### src/rtl/hr_pkg.sv
// Shared constants and FSM encoding for the RR-interval rhythm classifier.
package hr_pkg;
    localparam int unsigned RR_W      = 12;
    localparam int unsigned WIN_LOG2  = 3;
    localparam int unsigned WIN_DEPTH = 1 << WIN_LOG2;
    localparam int unsigned SUM_W     = RR_W + WIN_LOG2;
    localparam int unsigned FILL_W    = WIN_LOG2 + 1;
    localparam int unsigned MIN_RR_MS = 250;
    localparam int unsigned MAX_RR_MS = 2500;
    localparam int unsigned TACHY_MS  = 600;
    localparam int unsigned BRADY_MS  = 1200;
    localparam int unsigned IRR_SHIFT = 2;
    localparam int unsigned ASYS_MS   = 3000;
    localparam int unsigned ASYS_W    = 12;
    localparam int unsigned IRR_CNT_W = 8;

    typedef enum logic {
        WARMUP = 1'b0,
        RUN    = 1'b1
    } cls_state_t;
endpackage

### src/rtl/rr_window_buffer.sv
// Eight-entry circular buffer of accepted RR intervals with a running sum.
module rr_window_buffer
    import hr_pkg::*;
(
    input  logic             clk,
    input  logic             rst,
    input  logic             wr_en,
    input  logic [RR_W-1:0]  wr_data,
    output logic [SUM_W-1:0] sum,
    output logic             full
);

    logic [RR_W-1:0]     entries [WIN_DEPTH];
    logic [WIN_LOG2-1:0] wp;
    logic [FILL_W-1:0]   fill;

    // Oldest entry leaves the sum as the new one enters; empty slots hold 0.
    always_ff @(posedge clk) begin
        if (rst) begin
            for (int i = 0; i < int'(WIN_DEPTH); i++) entries[i] <= '0;
            sum  <= '0;
            wp   <= '0;
            fill <= '0;
        end else if (wr_en) begin
            sum         <= sum - SUM_W'(entries[wp]) + SUM_W'(wr_data);
            entries[wp] <= wr_data;
            wp          <= wp + 1'b1;
            if (fill != FILL_W'(WIN_DEPTH)) fill <= fill + 1'b1;
        end
    end

    assign full = (fill == FILL_W'(WIN_DEPTH));

endmodule

### src/rtl/rr_rhythm_classifier.sv
// Per-beat rhythm classification over an 8-beat RR window plus an asystole timer.
module rr_rhythm_classifier
    import hr_pkg::*;
(
    input  logic                 clk,
    input  logic                 rst,
    input  logic                 tick_1ms,
    input  logic [RR_W-1:0]      rr_interval_ms,
    input  logic                 new_rr_pulse,
    output logic                 class_valid,
    output logic [RR_W-1:0]      avg_rr_ms,
    output logic                 window_full,
    output logic                 tachy,
    output logic                 brady,
    output logic                 irregular,
    output logic                 artifact,
    output logic                 asystole,
    output logic [IRR_CNT_W-1:0] irr_count
);

    cls_state_t       state, state_next;
    logic             run_c;
    logic [SUM_W-1:0] sum;
    logic             full;
    logic [RR_W-1:0]  avg_pre_c, avg_post_c, dev_c;
    logic             accept_c, irr_c;
    logic             s1_valid, s1_accept, s1_irr;
    logic [ASYS_W-1:0] asys_cnt;

    rr_window_buffer u_window (
        .clk     (clk),
        .rst     (rst),
        .wr_en   (accept_c),
        .wr_data (rr_interval_ms),
        .sum     (sum),
        .full    (full)
    );

    always_ff @(posedge clk) begin
        if (rst) state <= WARMUP;
        else     state <= state_next;
    end

    // full rises on the 8th accept edge, so run_c covers the cycle before RUN is registered.
    always_comb begin
        state_next = state;
        run_c      = 1'b0;
        case (state)
            WARMUP: begin
                run_c = full;
                if (full) state_next = RUN;
            end
            RUN: run_c = 1'b1;
            default: state_next = WARMUP;
        endcase
    end

    // Stage 1 decode against the pre-update window.
    always_comb begin
        avg_pre_c  = RR_W'(sum >> WIN_LOG2);
        avg_post_c = avg_pre_c;
        accept_c   = new_rr_pulse &&
                     (rr_interval_ms >= RR_W'(MIN_RR_MS)) &&
                     (rr_interval_ms <= RR_W'(MAX_RR_MS));
        dev_c      = (rr_interval_ms >= avg_pre_c) ? (rr_interval_ms - avg_pre_c)
                                                   : (avg_pre_c - rr_interval_ms);
        irr_c      = accept_c && run_c && (dev_c > (avg_pre_c >> IRR_SHIFT));
    end

    always_ff @(posedge clk) begin
        if (rst) begin
            s1_valid  <= 1'b0;
            s1_accept <= 1'b0;
            s1_irr    <= 1'b0;
        end else begin
            s1_valid  <= new_rr_pulse;
            s1_accept <= accept_c;
            s1_irr    <= irr_c;
        end
    end

    // Stage 2: sum now reflects the beat; rejected beats hold rate flags.
    always_ff @(posedge clk) begin
        if (rst) begin
            class_valid <= 1'b0;
            avg_rr_ms   <= '0;
            window_full <= 1'b0;
            tachy       <= 1'b0;
            brady       <= 1'b0;
            irregular   <= 1'b0;
            artifact    <= 1'b0;
            irr_count   <= '0;
        end else begin
            class_valid <= s1_valid;
            if (s1_valid) begin
                avg_rr_ms   <= avg_post_c;
                window_full <= run_c;
                irregular   <= s1_irr;
                artifact    <= !s1_accept;
                if (s1_accept) begin
                    tachy <= run_c && (avg_post_c < RR_W'(TACHY_MS));
                    brady <= run_c && (avg_post_c > RR_W'(BRADY_MS));
                end
                if (s1_irr && (irr_count != '1)) irr_count <= irr_count + 1'b1;
            end
        end
    end

    // An accepted beat outranks a coincident tick.
    always_ff @(posedge clk) begin
        if (rst) begin
            asys_cnt <= '0;
            asystole <= 1'b0;
        end else if (accept_c) begin
            asys_cnt <= '0;
            asystole <= 1'b0;
        end else if (tick_1ms && (asys_cnt != ASYS_W'(ASYS_MS))) begin
            asys_cnt <= asys_cnt + 1'b1;
            asystole <= (asys_cnt == ASYS_W'(ASYS_MS - 1));
        end
    end

endmodule

### config.mk
export PLATFORM = sky130hd
export DESIGN_NAME = rr_rhythm_classifier
export DESIGN_NICKNAME = d
export VERILOG_FILES = /design/src/rtl/hr_pkg.sv /design/src/rtl/rr_window_buffer.sv /design/src/rtl/rr_rhythm_classifier.sv
export SDC_FILE = /design/constraint.sdc
export NUM_CORES = 1
export LEC_CHECK = 0
export BUFFER_PORTS_ARGS = -buffer_cell sky130_fd_sc_hd__clkbuf_2
export CAP_MARGIN = 20
export CORE_MARGIN = 5
export CORE_UTILIZATION = 45
export CTS_CLUSTER_DIAMETER = 150
export CTS_CLUSTER_SIZE = 28
export DETAILED_ROUTE_END_ITERATION = 8
export PLACE_DENSITY = 0.74
export SYNTH_ARGS = -nofsm -noshare
export SYNTH_HDL_FRONTEND = slang
export SYNTH_SLANG_ARGS = --single-unit
export TNS_END_PERCENT = 20
### constraint.sdc
create_clock -name clk -period 3.6 [get_ports clk]
set_input_delay 0.36 -clock clk [delete_from_list [all_inputs] [get_ports clk]]
set_output_delay 0.36 -clock clk [all_outputs]
set_load 0.005 [all_outputs]
==> out/metrics.yaml, run 1 <==
grt:
  grt_pass1_wl_mm: 36.85
  grt_pass1_vias: 6849
  antenna_found_initial: 0
  grt_overflow: 0
  grt_max_degree: 36
  track_usage: 0.2005
finish:
  regArea_mm2: 0.004249
  multiInputGateArea_mm2: 0.004643
  stdcell_count: 1276
  drive_above_1_share: 0.2326
  final_cell_area_mm2: 0.01102
  antenna_cells: 0
  fillers: 1702
  fin_util: 0.5482
  syn_to_final_growth_pct: 20.52
  nNetsFinal: 1081
timing:
  setup_tns_ps: 0
  tightest_slew_ps: 689.4
  setup_viol: 0
  skew_ps: 13.42
  hold_viol_final: 0
  rsz0062_at_grt: "true"
  relSlewSlack: 0.5365
  slew_viol_final: 0
  max_freq_mhz: 279.3
  period_minus_slack_ps: 3581
  post-route-period-util: 0.9947
place:
  postPlaceCellArea_mm2: 0.01022
  place_hpwl_mm: 16.67
  portBuffers: 42
  gp_congestion: 0.9692
  placed_cells: 1242
setup_path:
  cp.arrival_ps: 3930
  crit_type: "reg -> reg"
  cp-end-kind: "flip-flop"
  reg2reg_depth: 13
  path_max_fanout: 7
  rrSetupSlack_ps: 20
  cp-start-kind: "flip-flop"
  r2r-end: "u_window.sum[14]"
  critical_path_required_ps: 3950
synthesis:
  synthTopCellsByArea: "edfxtp_1, dfxtp_1, ha_1"
  synth-edff-count: 96
  async_flop_share: 0
  synth-seq-area-share: 0.4641
  synth_top_area_share: 0.3152
  yosysTopAreaCell: "edfxtp_1"
  synth_flop_cell: "edfxtp_1"
  syn_inst: 881
  syn-num-nets: 969
  synth_cell_types: 63
  synth-seq-cells: 164
  ys_warn_count: 0
  netlist_area_mm2: 0.009145
  syn_area_per_cell_um2: 10.38
drt:
  viasPerCell: 5.495
  totalWireLength_mm: 23.25
  drc: 0
  drtAntennaViolNets: 0
  via_count: 7012
  drt_iter0_drc: 580
  wl_per_cell_um: 18.22
  drt-pass1-iter-count: 4
pwr:
  irDropWorstVdd_mv: 0.3350
  power_per_cell_area_mw_per_mm2: 564.8
  p_leak_nw: 4.369
  p_total_w: 0.006225
floorplanning:
  die_x_um: 152.6
  ios: 43
  num_rows: 52
  fp.coreArea_mm2: 0.02010
  dieArea_mm2: 0.02327
  initial_core_util: 0.4549
  die_h_um: 152.6
clock_network:
  cts_sinks: 164
  clock_path_buffers: 2
  clk_pin_slew_worst_paths_ps: 70
  h-tree-depth: 4
  hold_buffers: 0
  root_buffer: "clkbuf_16"
  cts_buffers: 17
  cts_tree: "built"
  clk_latency_ps: 440
worst_hold_path:
  min_from: "new_rr_pulse"
  min_to: "s1_valid"
  whs_path_depth: 2
  min_path_type: "in -> reg"
outcome:
  status: "finished clean"
run:
  maxCapViolations: 0
cells in the mapped netlist (all sizes together) (20+ instances only):
master and instances:
nor2 169, edfxtp 96, dfxtp 68, inv 66, nand2 66, ha 58, a21oi 49, clkbuf 27
mux4 24, mux2i 22, o21ai 22, xnor2 20
registers in the layout, summed over array words and instances (netlist names), named ones only:
name and flops:
u_window.fill 4, s1_accept 1, window_full 1, avg_rr_ms 12, u_window.wp 3, s1_valid 1, state 1, asystole 1
tachy 1, artifact 1, brady 1, irregular 1, class_valid 1, asys_cnt 12, u_window.entries 96, irr_count 8
u_window.sum 15, s1_irr 1
critical path, stage by stage, from the launching register on:
cell and delay [ps]:
dfxtp_2 350, buf_12 140, mux4_2 490, mux2_4 300, fa_1 470, buf_4 150
fa_2 340, nor2b_2 130, o31a_1 200, o211ai_1 170, a31oi_2 260, a21oi_2 100
nand4b_1 180, a31oi_1 210
stage by stage:
| stage | hold slack, ps | worst slack, ps |
|---|---|---|
| 5_1_grt | 213.7 | -135.6 |
| 2_1_floorplan | 431.9 | -62.14 |
| 3_3_place_gp | 439.5 | -5.129 |
| 4_1_cts | 223.4 | 3.525 |
| 6_report | 222.0 | 19.23 |
| 3_5_place_dp | 448.9 | -82.98 |
cell type report:
| class | instances | area share |
|---|---|---|
| Multi-Input combinational cell | 612 | 0.4213 |
| Tap cell | 270 | 0.03065 |
| Clock inverter | 15 | 0.01589 |
| Inverter | 66 | 0.02248 |
| Timing Repair Buffer | 132 | 0.08559 |
| Sequential cell | 164 | 0.3855 |
| Clock buffer | 17 | 0.03860 |
per-layer routing:
metal  global-route usage  wire length, um
met5                    0                0
met1               0.2576             9954
met2               0.3307            11310
met4              0.08231              658
met3              0.04431             1323
how the worst max path moves through the flow:
stage | start | slack [ps] | depth (start not counted) | endpoint
floorplan | flip-flop | -60 | 14 | u_window.sum[11]
global placement | rr_interval_ms[0] | -5 | 18 | s1_irr
detailed placement | flip-flop | -80 | 13 | u_window.sum[11]
CTS | flip-flop | 4 | 13 | u_window.sum[13]
global route | flip-flop | -140 | 16 | u_window.sum[14]
finish | flip-flop | 20 | 13 | u_window.sum[14]
where the power goes:
part	internal, W	switching [W]
Sequential	0.00208	0.0000735
Combinational	0.00105	0.00119
Clock	0.000997	0.000843
cell families (layout without fill, tap and decap cells):
logic type / Yosys count / in the layout / share of synthesized area
buffers and inverters: 105 / 230 / 0.04734
multiplexers: 61 / 61 / 0.1017
AO/OA/AOI/OAI: 137 / 137 / 0.09659
AND/OR/NAND/NOR: 303 / 303 / 0.1430
XOR/XNOR: 39 / 39 / 0.03735
flip-flops: 164 / 164 / 0.4641
adder cells (fa/ha/maj): 72 / 72 / 0.1100
repair_timing:
| item | 4_1_cts | 5_1_grt |
|---|---|---|
| endpoints found under the setup margin | 5 | 7 |
| gates resized for setup | 6 | 33 |
| endpoints found under the hold margin | 0 | 0 |
| setup buffers | 0 | 2 |
| pin swaps | 7 | 13 |
layout by cell type, fill, tap and decap left out, types with 19 or more instances in the layout:
cell,instances
nor2_1,169
edfxtp_1,96
buf_4,84
nand2_1,66
dfxtp_1,64
inv_1,63
ha_1,51
a21oi_1,45
clkbuf_2,42
mux4_2,24
mux2i_1,21
xnor2_1,20
o21ai_0,19
xor2_1,19
Note: power is estimated with default switching activity, not from simulation.
==> run 2, diff against run 1 <==
Settings changed: BUFFER_PORTS_ARGS -buffer_cell sky130_fd_sc_hd__clkbuf_2 to -buffer_cell sky130_fd_sc_hd__buf_2, GPL_TIMING_DRIVEN set to 0.
==> run 2 against run 1 <==
  * The run now ends with negative setup slack left
  * Worst setup slack got worse by 100 ps
  * Die area unchanged
  * Global-route usage increased by 1.5 points
  * Critical path depth increased by 4
  * Clock power about the same
  * Final cell count decreased by 1.9%
  * Sequential power about the same
  * Clock skew decreased by 2.2 ps
  * Clock-buffer cell count unchanged
  * Highest routed layer unchanged
==> out/metrics.yaml, run 2 (synthesis gave the netlist of run 1 again) <==
clock_network:
  h-tree-depth: 4  # unchanged
  root_buffer: "clkbuf_16"
  cts_buffers: 17  # unchanged
  cts_tree: "built"
  cts_sinks: 164  # unchanged
  hold_buffers: 0  # unchanged
  clk_latency_ps: 440  # about the same
  clk_pin_slew_worst_paths_ps: 70  # about the same
  clock_path_buffers: 2  # unchanged
pwr:
  power_per_cell_area_mw_per_mm2: 569.4  # +0.82%
  irDropWorstVdd_mv: 0.3114  # -7.0%
  p_leak_nw: 4.205  # -3.8%
timing:
  relSlewSlack: 0.3708  # -0.1656
  setup_tns_ps: -146.7  # -146.7 ps
  rsz0062_at_grt: "true"
  period_minus_slack_ps: 3683  # +102.0 ps
  hold_viol_final: 0  # unchanged
  skew_ps: 11.20  # -2.219 ps
  post-route-period-util: 1.023  # +0.02832
  setup_viol: 5  # +5
  max_freq_mhz: 271.5  # -2.8%
  fin_ws_ps: -82.72  # -102.0 ps
  tightest_slew_ps: 943.1  # +253.7 ps
  slew_viol_final: 0  # unchanged
  whs_ps: 224.1  # +2.103 ps
setup_path:
  critPathMostFrequentCell: "buf_4"
  crit_type: "reg -> reg"
  rrSetupSlack_ps: -80  # -100 ps
  critical-path-slowest-cell: "fa_2"
  path_max_fanout: 6  # -1
  max_stage_delay_ps: 590  # +100 ps
  critical_path_required_ps: 3900  # -50 ps
  cp.arrival_ps: 3990  # +60 ps
  cp_num_buf_inv: 6  # +4
  r2r-end: "u_window.sum[5]"
  path_cells: "buf_8 > buf_12 > mux4_2 > mux2_4 > fa_2 > inv_2 > ha_4 > a21o_1 > a21oi_2 > buf_4 > buf_4 > buf_4 > o21bai_1 > a21oi_2 > xnor2_1 > a21oi_1 > nor2_1"
  reg2reg_depth: 17  # +4
  cp-end-kind: "flip-flop"
  cpLargestDelayFamily: "adder cells"
  cp-start-kind: "flip-flop"
place:
  gp_congestion: 0.8686  # -10%
  place_hpwl_mm: 17.23  # +3.3%
  portBuffers: 42  # unchanged
  postPlaceCellArea_mm2: 0.009776  # -4.4%
grt:
  grt_pass1_vias: 7195  # +5.1%
  grt_max_degree: 18  # -50%
  track_usage: 0.2154  # +0.01483
  grt_overflow: 0  # unchanged
  grt_pass1_wl_mm: 39.30  # +6.7%
  antenna_found_initial: 0  # unchanged
drt:
  drt-pass1-iter-count: 5  # +1
  drt_iter0_drc: 649  # +12%
  wl_per_cell_um: 19.74  # +8.4%
  drc: 0  # unchanged
  via_count: 7077  # +0.93%
  viasPerCell: 5.653  # +2.9%
  drtAntennaViolNets: 0  # unchanged
  totalWireLength_mm: 24.71  # +6.3%
floorplanning:
  num_rows: 52  # unchanged
  ios: 43  # unchanged
  dieArea_mm2: 0.02327  # unchanged
  initial_core_util: 0.4549  # unchanged
  die_x_um: 152.6  # unchanged
  die_h_um: 152.6  # unchanged
  fp.coreArea_mm2: 0.02010  # unchanged
outcome:
  status: "finished, violations left"
  violations: "negative setup slack"
worst_hold_path:
  min_to: "s1_valid"
  min_from: "new_rr_pulse"
  whs_path_depth: 2  # unchanged
  min_path_type: "in -> reg"
finish:
  antenna_cells: 0  # unchanged
  top_register: "u_window.entries"
  final_cell_area_mm2: 0.01086  # -1.5%
  reg_top3: "u_window.entries: 96 flops, u_window.sum: 15 flops"
  syn_to_final_growth_pct: 18.72
  final_common_cell: "nor2_1"
  fillers: 1666  # -2.1%
  drive_above_1_share: 0.2067  # -0.02588
  nNetsFinal: 1057  # -2.2%
  largest_reg_flops: 96  # unchanged
  final_cell_mix: "nor2_1, edfxtp_1, nand2_1, inv_1, dfxtp_1"
run:
  maxCapViolations: 0  # unchanged
==> run 2: changes by cell type in the layout (fill, tap and decap cells not counted), sizes merged <==
cell / change
clkbuf: -16
buf: -8
inv: -3
clkinv: +2
clkinvlp: +1
==> run 2: area by class of cell <==
type                       instances  area [um^2]  area share
multi-input combinational        612         4715      0.4342
clock buffer                      17        425.4     0.03918
sequential                       164         4254      0.3918
clock inverter                    15        168.9     0.01556
buffer                            38        235.2     0.02167
inverter                          66        247.7     0.02282
timing repair buffer              70        473.0     0.04356
tap                              270        337.8     0.03112
==> run 2: worst register-to-register path, delay by kind of cell, from the launching register on <==
kind | cells | cell delay (ps)
AND/OR/NAND/NOR | 1 | 50
XOR/XNOR | 1 | 140
adder cells (fa/ha/maj) | 2 | 840
flip-flops | 1 | 330
multiplexers | 2 | 820
buffers and inverters | 6 | 700
AO/OA/AOI/OAI | 5 | 660
==> run 2: metal layers <==
layer  global-route usage  part of all wire  routed length [um]  vias to the layer above
li1                     -                 -                   -                     3276
met4               0.1027             0.037                 919                        0
met1               0.2756              0.41               10140                     3422
met5                    0                 0                   0                        -
met3              0.04629             0.069                1705                       56
met2               0.3501              0.48               11950                      323
==> run 2: how the worst max path moves through the flow <==
stage	from	end	slack [ps]	depth (start not counted)
floorplan	flip-flop	u_window.sum[11]	-60	14
global placement	flip-flop	u_window.sum[11]	-680	13
detailed placement	flip-flop	u_window.sum[11]	-700	13
CTS	flip-flop	u_window.sum[13]	-50	14
global route	u_window.sum[12]	s1_irr	-200	15
finish	flip-flop	u_window.sum[5]	-80	17
==> run 2: per-stage QoR <==
stage / cells / setup WS [ps] / power (W) / utilization
after floorplan: 881 / -62.14 / 0.003565 / -
after global placement: 1193 / -678.6 / 0.003964 / 0.4829
after detailed placement: 1199 / -703.1 / 0.004004 / 0.4862
after CTS: 1247 / -45.30 / 0.006027 / 0.5342
after global routing: 1252 / -199.8 / 0.006516 / 0.5400
final: 1252 / -82.72 / 0.006182 / 0.5400
==> run 2: report_power, final <==
part           switching (W)  total, W  internal, W
clock               0.000823   0.00181     0.000986
sequential         0.0000902   0.00217      0.00208
combinational        0.00120   0.00220      0.00100
total                0.00211   0.00618      0.00407
==> run 2: what timing repair did <==
| item | CTS | global route |
|---|---|---|
| buffers inserted | 17 | 5 |
| gates resized for setup | 44 | 29 |
| endpoints found under the setup margin | 12 | 10 |
| pin swaps | 18 | 8 |
